--- src/rtl/mouse_cmd_pkg.sv ---
`default_nettype none
//==============================================================================
// Package  : mouse_cmd_pkg
// Purpose  : Shared definitions for the mouse click-to-command path.
//            Holds the command codes, the click FSM state encoding and
//            the packing helper for the 10-bit command record
//            {code[1:0], tile_x[3:0], tile_y[3:0]}.
// Revision : 1.0 - initial release
//==============================================================================
package mouse_cmd_pkg;

    localparam int c_CMD_W = 10;

    localparam logic [1:0] CMD_MOVE    = 2'd0;
    localparam logic [1:0] CMD_UNDO    = 2'd1;
    localparam logic [1:0] CMD_RESTART = 2'd2;
    localparam logic [1:0] CMD_CANCEL  = 2'd3;

    localparam int c_ST_W = 2;
    localparam logic [c_ST_W-1:0] c_ST_IDLE = 2'd0;
    localparam logic [c_ST_W-1:0] c_ST_HOLD = 2'd1;
    localparam logic [c_ST_W-1:0] c_ST_LOCK = 2'd2;

    function automatic logic [c_CMD_W-1:0] pack_cmd(
        input logic [1:0] code,
        input logic [3:0] tile_x,
        input logic [3:0] tile_y
    );
        return {code, tile_x, tile_y};
    endfunction

endpackage
`default_nettype wire

--- src/rtl/mouse_cmd_fifo.sv ---
`default_nettype none
//==============================================================================
// Module   : mouse_cmd_fifo
// Purpose  : Synchronous FIFO with a registered head entry. The head
//            register is the visible output; the remaining entries live
//            in a small backing ring. A write into an empty FIFO goes
//            straight into the head register.
// Ports    : clk, rst         - clock, synchronous active-high reset
//            i_wr_en/i_wr_data - push request and data (ignored when full
//                                unless a pop happens in the same cycle)
//            i_rd_en          - pop the head when it is valid
//            o_rd_data        - head entry
//            o_full, o_empty  - occupancy flags (o_empty = head not valid)
// Revision : 1.0 - initial release
//==============================================================================
module mouse_cmd_fifo #(
    parameter int DEPTH = 4,
    parameter int WIDTH = 10
) (
    input  logic             clk,
    input  logic             rst,
    input  logic             i_wr_en,
    input  logic [WIDTH-1:0] i_wr_data,
    input  logic             i_rd_en,
    output logic [WIDTH-1:0] o_rd_data,
    output logic             o_full,
    output logic             o_empty
);

    localparam int c_AW = (DEPTH > 1) ? $clog2(DEPTH) : 1;
    localparam int c_CW = $clog2(DEPTH + 1);

    logic [WIDTH-1:0] r_mem [DEPTH];
    logic [c_AW-1:0]  r_wptr;
    logic [c_AW-1:0]  r_rptr;
    logic [c_CW-1:0]  r_count;      // total entries, head included
    logic [WIDTH-1:0] r_head;
    logic             r_head_valid;

    logic w_full;
    logic w_deq;
    logic w_wr_ok;
    logic w_back_nz;
    logic w_refill;
    logic w_pop;
    logic w_bypass;
    logic w_push;

    assign w_full    = (r_count == c_CW'(DEPTH));
    assign w_deq     = i_rd_en & r_head_valid;
    // A pop in the same cycle frees a slot, so a full FIFO still accepts.
    assign w_wr_ok   = i_wr_en & (~w_full | w_deq);
    // Backing ring holds everything except the head entry.
    assign w_back_nz = (r_count > {{(c_CW-1){1'b0}}, r_head_valid});
    assign w_refill  = ~r_head_valid | w_deq;
    assign w_pop     = w_refill & w_back_nz;
    assign w_bypass  = w_refill & ~w_back_nz & w_wr_ok;
    assign w_push    = w_wr_ok & ~w_bypass;

    always_ff @(posedge clk) begin
        if (w_push) begin
            r_mem[r_wptr] <= i_wr_data;
        end
    end

    always_ff @(posedge clk) begin
        if (rst) begin
            r_wptr       <= '0;
            r_rptr       <= '0;
            r_count      <= '0;
            r_head       <= '0;
            r_head_valid <= 1'b0;
        end else begin
            if (w_push) begin
                r_wptr <= r_wptr + 1'b1;
            end
            if (w_pop) begin
                r_rptr <= r_rptr + 1'b1;
            end
            if (w_refill) begin
                if (w_pop) begin
                    r_head       <= r_mem[r_rptr];
                    r_head_valid <= 1'b1;
                end else if (w_bypass) begin
                    r_head       <= i_wr_data;
                    r_head_valid <= 1'b1;
                end else begin
                    r_head       <= '0;
                    r_head_valid <= 1'b0;
                end
            end
            r_count <= r_count + c_CW'(w_wr_ok) - c_CW'(w_deq);
        end
    end

    assign o_rd_data = r_head;
    assign o_full    = w_full;
    assign o_empty   = ~r_head_valid;

endmodule
`default_nettype wire

--- src/rtl/mouse_click_cmd.sv ---
`default_nettype none
//==============================================================================
// Module   : mouse_click_cmd
// Purpose  : Converts PS/2 mouse cursor position and button levels into
//            debounced Sokoban commands (MOVE / UNDO / RESTART / CANCEL),
//            buffered in a small FIFO behind a valid/ready handshake.
// Ports    : sys_clk, reset         - clock, synchronous active-high reset
//            ArrowPosX, ArrowPosY   - cursor pixel position
//            left, right            - button levels
//            GameArea, retract, retry - cursor region flags
//            cmd_valid/cmd_ready    - output handshake (FIFO head)
//            cmd_code, cmd_tile_x, cmd_tile_y - command record
//            drop_cnt               - saturating count of dropped commands
// Config   : CLICK_REPEAT_EN - when defined, a held left button on a MOVE
//            re-issues MOVE to the current tile every REPEAT_CYCLES.
// Revision : 1.0 - initial release
//==============================================================================
module mouse_click_cmd
    import mouse_cmd_pkg::*;
#(
    parameter logic [9:0] ORIGIN_X       = 10'd64,
    parameter logic [9:0] ORIGIN_Y       = 10'd32,
    parameter int         TILE_SHIFT     = 5,
    parameter int         GRID_W         = 12,
    parameter int         GRID_H         = 12,
    parameter int         HOLDOFF_CYCLES = 500000,
    parameter int         FIFO_DEPTH     = 4,
    parameter int         REPEAT_CYCLES  = 25000000
) (
    input  logic       sys_clk,
    input  logic       reset,
    input  logic [9:0] ArrowPosX,
    input  logic [9:0] ArrowPosY,
    input  logic       left,
    input  logic       right,
    input  logic       GameArea,
    input  logic       retract,
    input  logic       retry,
    output logic       cmd_valid,
    input  logic       cmd_ready,
    output logic [1:0] cmd_code,
    output logic [3:0] cmd_tile_x,
    output logic [3:0] cmd_tile_y,
    output logic [7:0] drop_cnt
);

    localparam int                c_HW        = $clog2(HOLDOFF_CYCLES + 1);
    localparam logic [c_HW-1:0]   c_HOLD_LOAD = c_HW'(HOLDOFF_CYCLES - 1);

    // ---------------------------------------------------------------
    // Button sampling and rise detection (rise is a registered pulse)
    // ---------------------------------------------------------------
    logic r_left_s, r_left_d, r_left_rise;
    logic r_right_s, r_right_d, r_right_rise;

    always_ff @(posedge sys_clk) begin
        if (reset) begin
            r_left_s     <= 1'b0;
            r_left_d     <= 1'b0;
            r_left_rise  <= 1'b0;
            r_right_s    <= 1'b0;
            r_right_d    <= 1'b0;
            r_right_rise <= 1'b0;
        end else begin
            r_left_s     <= left;
            r_left_d     <= r_left_s;
            r_left_rise  <= r_left_s & ~r_left_d;
            r_right_s    <= right;
            r_right_d    <= r_right_s;
            r_right_rise <= r_right_s & ~r_right_d;
        end
    end

    // ---------------------------------------------------------------
    // Cursor to tile mapping. The 11-bit difference keeps the sign so a
    // cursor left of / above the grid origin is rejected.
    // ---------------------------------------------------------------
    logic [10:0]        w_dx, w_dy, w_tx, w_ty;
    logic               w_move_ok;
    logic [c_CMD_W-1:0] w_move_cmd;

    assign w_dx       = {1'b0, ArrowPosX} - {1'b0, ORIGIN_X};
    assign w_dy       = {1'b0, ArrowPosY} - {1'b0, ORIGIN_Y};
    assign w_tx       = w_dx >> TILE_SHIFT;
    assign w_ty       = w_dy >> TILE_SHIFT;
    assign w_move_ok  = ~w_dx[10] & ~w_dy[10] &
                        (w_tx < 11'(GRID_W)) & (w_ty < 11'(GRID_H));
    assign w_move_cmd = pack_cmd(CMD_MOVE, w_tx[3:0], w_ty[3:0]);

    logic [c_ST_W-1:0] r_state;

`ifdef CLICK_REPEAT_EN
    localparam int              c_RW       = $clog2(REPEAT_CYCLES + 1);
    localparam logic [c_RW-1:0] c_REP_LOAD = c_RW'(REPEAT_CYCLES - 1);

    logic            w_left_move;
    logic            w_rep_fire;
    logic            r_rep_move;
    logic [c_RW-1:0] r_rep_cnt;

    assign w_left_move = (r_state == c_ST_IDLE) & r_left_rise &
                         ~retry & ~retract & GameArea;
    assign w_rep_fire  = (r_state == c_ST_HOLD) & r_left_s & r_rep_move &
                         (r_rep_cnt == '0);

    // r_rep_move remembers that the press being held started as a MOVE;
    // it is cleared everywhere outside HOLD so other commands never repeat.
    always_ff @(posedge sys_clk) begin
        if (reset) begin
            r_rep_move <= 1'b0;
            r_rep_cnt  <= '0;
        end else if (w_left_move) begin
            r_rep_move <= 1'b1;
            r_rep_cnt  <= c_REP_LOAD;
        end else if (r_state != c_ST_HOLD) begin
            r_rep_move <= 1'b0;
        end else if (r_left_s && r_rep_move) begin
            if (r_rep_cnt == '0) begin
                r_rep_cnt <= c_REP_LOAD;
            end else begin
                r_rep_cnt <= r_rep_cnt - 1'b1;
            end
        end
    end
`endif

    // ---------------------------------------------------------------
    // Command build: left has priority over a same-cycle right rise.
    // ---------------------------------------------------------------
    logic               w_req_enq;
    logic [c_CMD_W-1:0] w_req_data;
    logic               w_bounds_drop;

    always_comb begin
        w_req_enq     = 1'b0;
        w_req_data    = '0;
        w_bounds_drop = 1'b0;
        if (r_state == c_ST_IDLE) begin
            if (r_left_rise) begin
                if (retry) begin
                    w_req_enq  = 1'b1;
                    w_req_data = pack_cmd(CMD_RESTART, 4'd0, 4'd0);
                end else if (retract) begin
                    w_req_enq  = 1'b1;
                    w_req_data = pack_cmd(CMD_UNDO, 4'd0, 4'd0);
                end else if (GameArea) begin
                    w_req_enq     = w_move_ok;
                    w_bounds_drop = ~w_move_ok;
                    w_req_data    = w_move_cmd;
                end
            end else if (r_right_rise) begin
                w_req_enq  = 1'b1;
                w_req_data = pack_cmd(CMD_CANCEL, 4'd0, 4'd0);
            end
        end
`ifdef CLICK_REPEAT_EN
        if (w_rep_fire) begin
            w_req_enq     = w_move_ok;
            w_bounds_drop = ~w_move_ok;
            w_req_data    = w_move_cmd;
        end
`endif
    end

    // ---------------------------------------------------------------
    // Click FSM with registered enqueue request
    // ---------------------------------------------------------------
    logic               r_enq;
    logic [c_CMD_W-1:0] r_enq_data;
    logic [c_HW-1:0]    r_hold_cnt;

    always_ff @(posedge sys_clk) begin
        if (reset) begin
            r_state    <= c_ST_IDLE;
            r_enq      <= 1'b0;
            r_enq_data <= '0;
            r_hold_cnt <= '0;
        end else begin
            r_enq <= w_req_enq;
            if (w_req_enq) begin
                r_enq_data <= w_req_data;
            end
            case (r_state)
                c_ST_IDLE: begin
                    if (r_left_rise || r_right_rise) begin
                        r_state <= c_ST_HOLD;
                    end
                end
                c_ST_HOLD: begin
                    if (!r_left_s && !r_right_s) begin
                        r_state    <= c_ST_LOCK;
                        r_hold_cnt <= c_HOLD_LOAD;
                    end
                end
                c_ST_LOCK: begin
                    if (r_hold_cnt == '0) begin
                        r_state <= c_ST_IDLE;
                    end else begin
                        r_hold_cnt <= r_hold_cnt - 1'b1;
                    end
                end
                default: r_state <= c_ST_IDLE;
            endcase
        end
    end

    // ---------------------------------------------------------------
    // Command FIFO
    // ---------------------------------------------------------------
    logic [c_CMD_W-1:0] w_head;
    logic               w_full;
    logic               w_empty;
    logic               w_deq;

    mouse_cmd_fifo #(
        .DEPTH (FIFO_DEPTH),
        .WIDTH (c_CMD_W)
    ) u_fifo (
        .clk       (sys_clk),
        .rst       (reset),
        .i_wr_en   (r_enq),
        .i_wr_data (r_enq_data),
        .i_rd_en   (cmd_ready),
        .o_rd_data (w_head),
        .o_full    (w_full),
        .o_empty   (w_empty)
    );

    assign w_deq      = ~w_empty & cmd_ready;
    assign cmd_valid  = ~w_empty;
    assign cmd_code   = w_head[9:8];
    assign cmd_tile_x = w_head[7:4];
    assign cmd_tile_y = w_head[3:0];

    // ---------------------------------------------------------------
    // Drop counter: out-of-grid MOVE and push into a full FIFO can land
    // in the same cycle, so the increment is two bits wide.
    // ---------------------------------------------------------------
    logic       w_full_drop;
    logic [1:0] w_drop_inc;
    logic [8:0] w_drop_sum;
    logic [7:0] r_drop_cnt;

    assign w_full_drop = r_enq & w_full & ~w_deq;
    assign w_drop_inc  = {1'b0, w_bounds_drop} + {1'b0, w_full_drop};
    assign w_drop_sum  = {1'b0, r_drop_cnt} + {7'd0, w_drop_inc};

    always_ff @(posedge sys_clk) begin
        if (reset) begin
            r_drop_cnt <= '0;
        end else begin
            r_drop_cnt <= w_drop_sum[8] ? 8'hFF : w_drop_sum[7:0];
        end
    end

    assign drop_cnt = r_drop_cnt;

endmodule
`default_nettype wire

--- config.mk ---
export PLATFORM = sky130hd
export DESIGN_NAME = mouse_click_cmd
export DESIGN_NICKNAME = d
export VERILOG_FILES = /design/src/rtl/mouse_cmd_pkg.sv /design/src/rtl/mouse_cmd_fifo.sv /design/src/rtl/mouse_click_cmd.sv
export SDC_FILE = /design/constraint.sdc
export NUM_CORES = 1
export LEC_CHECK = 0
export ABC_AREA = 1
export CORE_MARGIN = 3
export CORE_UTILIZATION = 60
export DETAILED_ROUTE_END_ITERATION = 10
export HOLD_SLACK_MARGIN = 0.06
export PLACE_DENSITY = 0.86
export SLEW_MARGIN = 30
export SYNTH_ARGS = -nofsm -noshare
export SYNTH_HDL_FRONTEND = slang
export SYNTH_HIERARCHICAL = 1
export SYNTH_SLANG_ARGS = --single-unit
--- constraint.sdc ---
create_clock -name sys_clk -period 5.65 [get_ports sys_clk]
set_input_delay 1.13 -clock sys_clk [delete_from_list [all_inputs] [get_ports sys_clk]]
set_output_delay 1.13 -clock sys_clk [all_outputs]
set_load 0.01 [all_outputs]
==> run_results.csv <==
group,metric,value,unit
status,status,"finished, final reports clean",
cells_and_area,fin_util,0.687,
detailed_routing,drc,0,
synthesis,synth_xor_area_frac,0.0240,
sta,fin_crit_sh,0.618,
clock_tree,clock_tree.root_cell,"clkbuf_8",
clock_tree,tritoncts,"yes",
global_route,grt_pass1_vias,4134,
synthesis,netlist_area,5110,µm²
cells_and_area,finish.instance_area,5670,µm²
sta,max_freq,287,MHz
job,drv_cap,0,
sta,tns,0,ns
setup_path,cp.depth,6,
setup_path,crit_path_end_kind,"flip-flop",
sta,setup_viol,0,
setup_path,required,5.63,ns
synthesis,synth_top_area_frac,0.258,
setup_path,cp-start-kind,"primary input",
detailed_routing,viasPerCell,5.41,
worst_hold_path,holdPathStages,1,
cells_and_area,drive_gt1_frac,0.0699,
clock_tree,cts.sinks,106,
floorplan,start_util,0.619,
global_route,grt_usage,0.234,
setup_path,cp_slowest_cell,"nor2_1",
detailed_routing,drtPass1Iterations,5,
sta,finalHoldViolCount,0,
clock_tree,worstSkewPairLatency,0.36,ns
synthesis,synth_compound_gate_area_share,0.0810,
synthesis,synthSimpleGateAreaFrac,0.272,
synthesis,synth.largest_area_cell,"dfxtp_1",
clock_tree,clk_path_buf_depth,2,
clock_tree,htreeDepth,3,
synthesis,synth.area.top_cells,"dfxtp_1 (26%), edfxtp_1 (23%), nand2_1 (9.6%)",
global_route,grt_pass1_wl,18800,µm
synthesis,synth_top_family_by_area,"simple AND/OR/NAND/NOR gates",
setup_path,reg2reg_to,"u_fifo/r_mem[1][5]",
synthesis,synthMuxAreaShare,0,
global_route,overflow,0,
setup_path,crit_arrival,3.47,ns
sta,period_minus_slack,3.49,ns
setup_path,critPathMaxStageDelay,0.77,ns
global_route,grt_max_degree,35,
place,dp_hpwl,7430,µm
detailed_routing,dr_total_vias,4200,
place,placed_cells,761,
floorplan,core-area,8260,µm²
place,gp_congestion,0.876,
pwr,cellLeakagePower,2.43,nW
pwr,peakVddDrop,0.000155,V
setup_path,critPathMaxFanout,12,
pwr,total_power,2.02,mW
sta,slew_headroom,0.362,
synthesis,seq_area_frac_synth,0.493,
pwr,cellPowerDensity,356,nW/µm²
detailed_routing,ant_nets,0,
clock_tree,clk_pin_slew_worst_paths,0.09,ns
floorplan,io_pins,47,
setup_path,regToRegSetupSlack,3.01,ns
synthesis,synth-adder-area-share,0.0348,
setup_path,crit_chain,"clkdlybuf4s50_1 -> nor2_2 -> inv_1 -> nand2_2 -> nand2_1 -> nor2_1",
synthesis,syn-num-nets,680,
sta,clock_skew,0.00890,ns
synthesis,synth-seq-cells,106,
floorplan,die_area,9660,µm²
cells_and_area,fill_cells,665,
setup_path,path_buf_inv,2,
global_route,antenna_found_initial,0,
synthesis,synth_cells,639,
setup_path,endpoint,"u_fifo/r_mem[1][5]",
floorplan,rows,33,
floorplan,chipHeight,98.3,µm
place,port_buffers,36,
place,place_area,5490,µm²
clock_tree,cts_hold_buf,0,
cells_and_area,num_antenna_cells,0,
sta,rsz0062_at_grt,"false",
detailed_routing,wl_per_cell,13.8,µm
clock_tree,numCtsBuffers,9,
setup_path,r2r-start,"u_fifo/r_head_valid",
sta,worst_pin_slew,0.954,ns
cells_and_area,syn_to_final_growth,11.0,%
worst_hold_path,min_from,"r_left_d",
clock_tree,cts_resized,0,
synthesis,yosys_warnings,6,
cells_and_area,final_cells,777,
worst_hold_path,min-delay-path-class,"flip-flop to flip-flop",
detailed_routing,wirelength,10700,µm
setup_path,rr_worst_depth,6,
sta,drv_slew,0,
detailed_routing,drt-initial-drc-count,212,
setup_path,critPathKind,"primary input to flip-flop",
setup_path,path_delay_family,"simple AND/OR/NAND/NOR gates",
clock_tree,post_cts_buffers,0,
synthesis,yosys.cell_types.count,36,
synthesis,syn_avg_cell_area,8.00,µm²
setup_path,crit_start,"cmd_ready",
cells_and_area,finalNetCount,708,
floorplan,die_w,98.3,µm
==> layer usage <==
layer,vias up,global-route usage,wire length [µm]
met4,0,0.0840,176
met3,15,0.0450,697
met5,-,0,0
met1,1919,0.311,4590
li1,2115,-,-
met2,151,0.383,5230
==> cell usage in the layout (no fill, tap or decap), types with 2 or more instances in the layout <==
| cell type | instances |
|---|---|
| nand4_1 | 13 |
| ha_1 | 11 |
| inv_2 | 2 |
| a21oi_2 | 6 |
| clkinv_1 | 4 |
| nand2_1 | 131 |
| and3_1 | 2 |
| edfxtp_1 | 40 |
| nand2_4 | 2 |
| o21ai_1 | 2 |
| clkbuf_1 | 2 |
| dfxtp_1 | 66 |
| nand3_2 | 3 |
| inv_1 | 88 |
| xor2_1 | 7 |
| o21ai_0 | 21 |
| a31oi_1 | 3 |
| nor2_2 | 4 |
| clkinv_2 | 3 |
| nand2_2 | 8 |
| nor3_1 | 9 |
| clkdlybuf4s50_1 | 36 |
| fa_1 | 2 |
| a21oi_1 | 44 |
| nor2_1 | 71 |
| xnor2_1 | 7 |
| clkbuf_8 | 9 |
| or2_2 | 3 |
| nand3_1 | 65 |
==> metrics by stage <==
step                      setup WS (ns)  hold WS [ns]
after floorplan                    2.61         0.376
after CTS                          2.18         0.404
after global routing               1.92         0.411
final                              2.16         0.403
after detailed placement           1.78         0.390
after global placement             1.88         0.380
==> state kept, by name, indices dropped and copies added, names as in the netlist, named ones only <==
| register | flops |
|---|---|
| r_enq_data | 10 |
| drop_cnt | 8 |
| r_left_rise | 1 |
| u_fifo/r_wptr | 2 |
| r_left_s | 1 |
| r_right_d | 1 |
| r_state | 2 |
| r_left_d | 1 |
| r_enq | 1 |
| u_fifo/r_mem | 40 |
| u_fifo/r_rptr | 2 |
| r_hold_cnt | 19 |
| u_fifo/r_head_valid | 1 |
| u_fifo/r_count | 3 |
| r_right_rise | 1 |
| u_fifo/o_rd_data | 10 |
| r_right_s | 1 |
==> where the power goes <==
group / switching, mW / total [mW] / internal (mW)
clock: 0.244 / 0.431 / 0.187
sequential: 0.0735 / 0.937 / 0.864
combinational: 0.399 / 0.650 / 0.252
==> kinds of logic after synthesis <==
family,count (synthesis)
AOI/OAI and AO/OA,77
xor gates and xnor gates,14
adders and majority gates,13
buffers and inverters,116
DFF,106
and+or+nand+nor,313
==> cell type report <==
cell class | count | area [µm²] | share of cell area
timing repair buffer | 37 | 368 | 0.0648
inverter | 96 | 364 | 0.0642
clock inverter | 4 | 26.3 | 0.00463
sequential | 106 | 2520 | 0.445
tap | 105 | 131 | 0.0232
multi-input combinational | 417 | 2100 | 0.371
clock buffer | 12 | 156 | 0.0276
==> synth_stat cells <==
cell type,instances
buf_12,1
nand4_1,13
nor2_4,1
xnor2_1,7
clkinv_1,4
ha_1,11
o21a_1,1
nand2_2,8
nor2_1,71
and3_1,2
inv_4,1
nor2_2,4
buf_1,3
or2_2,3
nand2_1,131
o21ai_0,21
fa_1,2
inv_2,2
buf_6,2
dfxtp_1,66
nand3_1,65
o21ai_1,2
nand3_2,3
clkinv_2,1
xor2_1,7
nor3_1,9
a31oi_1,3
clkbuf_1,4
buf_2,9
a21oi_1,44
a21oi_2,6
edfxtp_1,40
buf_4,1
nor3_2,1
nand2_4,2
inv_1,88
==> worst min-delay path by stage <==
stage,end,slack [ns]
2_1_floorplan,r_left_rise,0.38
3_3_place_gp,r_left_rise,0.38
3_5_place_dp,r_right_rise,0.39
4_1_cts,r_right_rise,0.40
5_1_grt,r_right_rise,0.41
6_report,r_left_rise,0.40
Power figures use the tool's default switching activity.
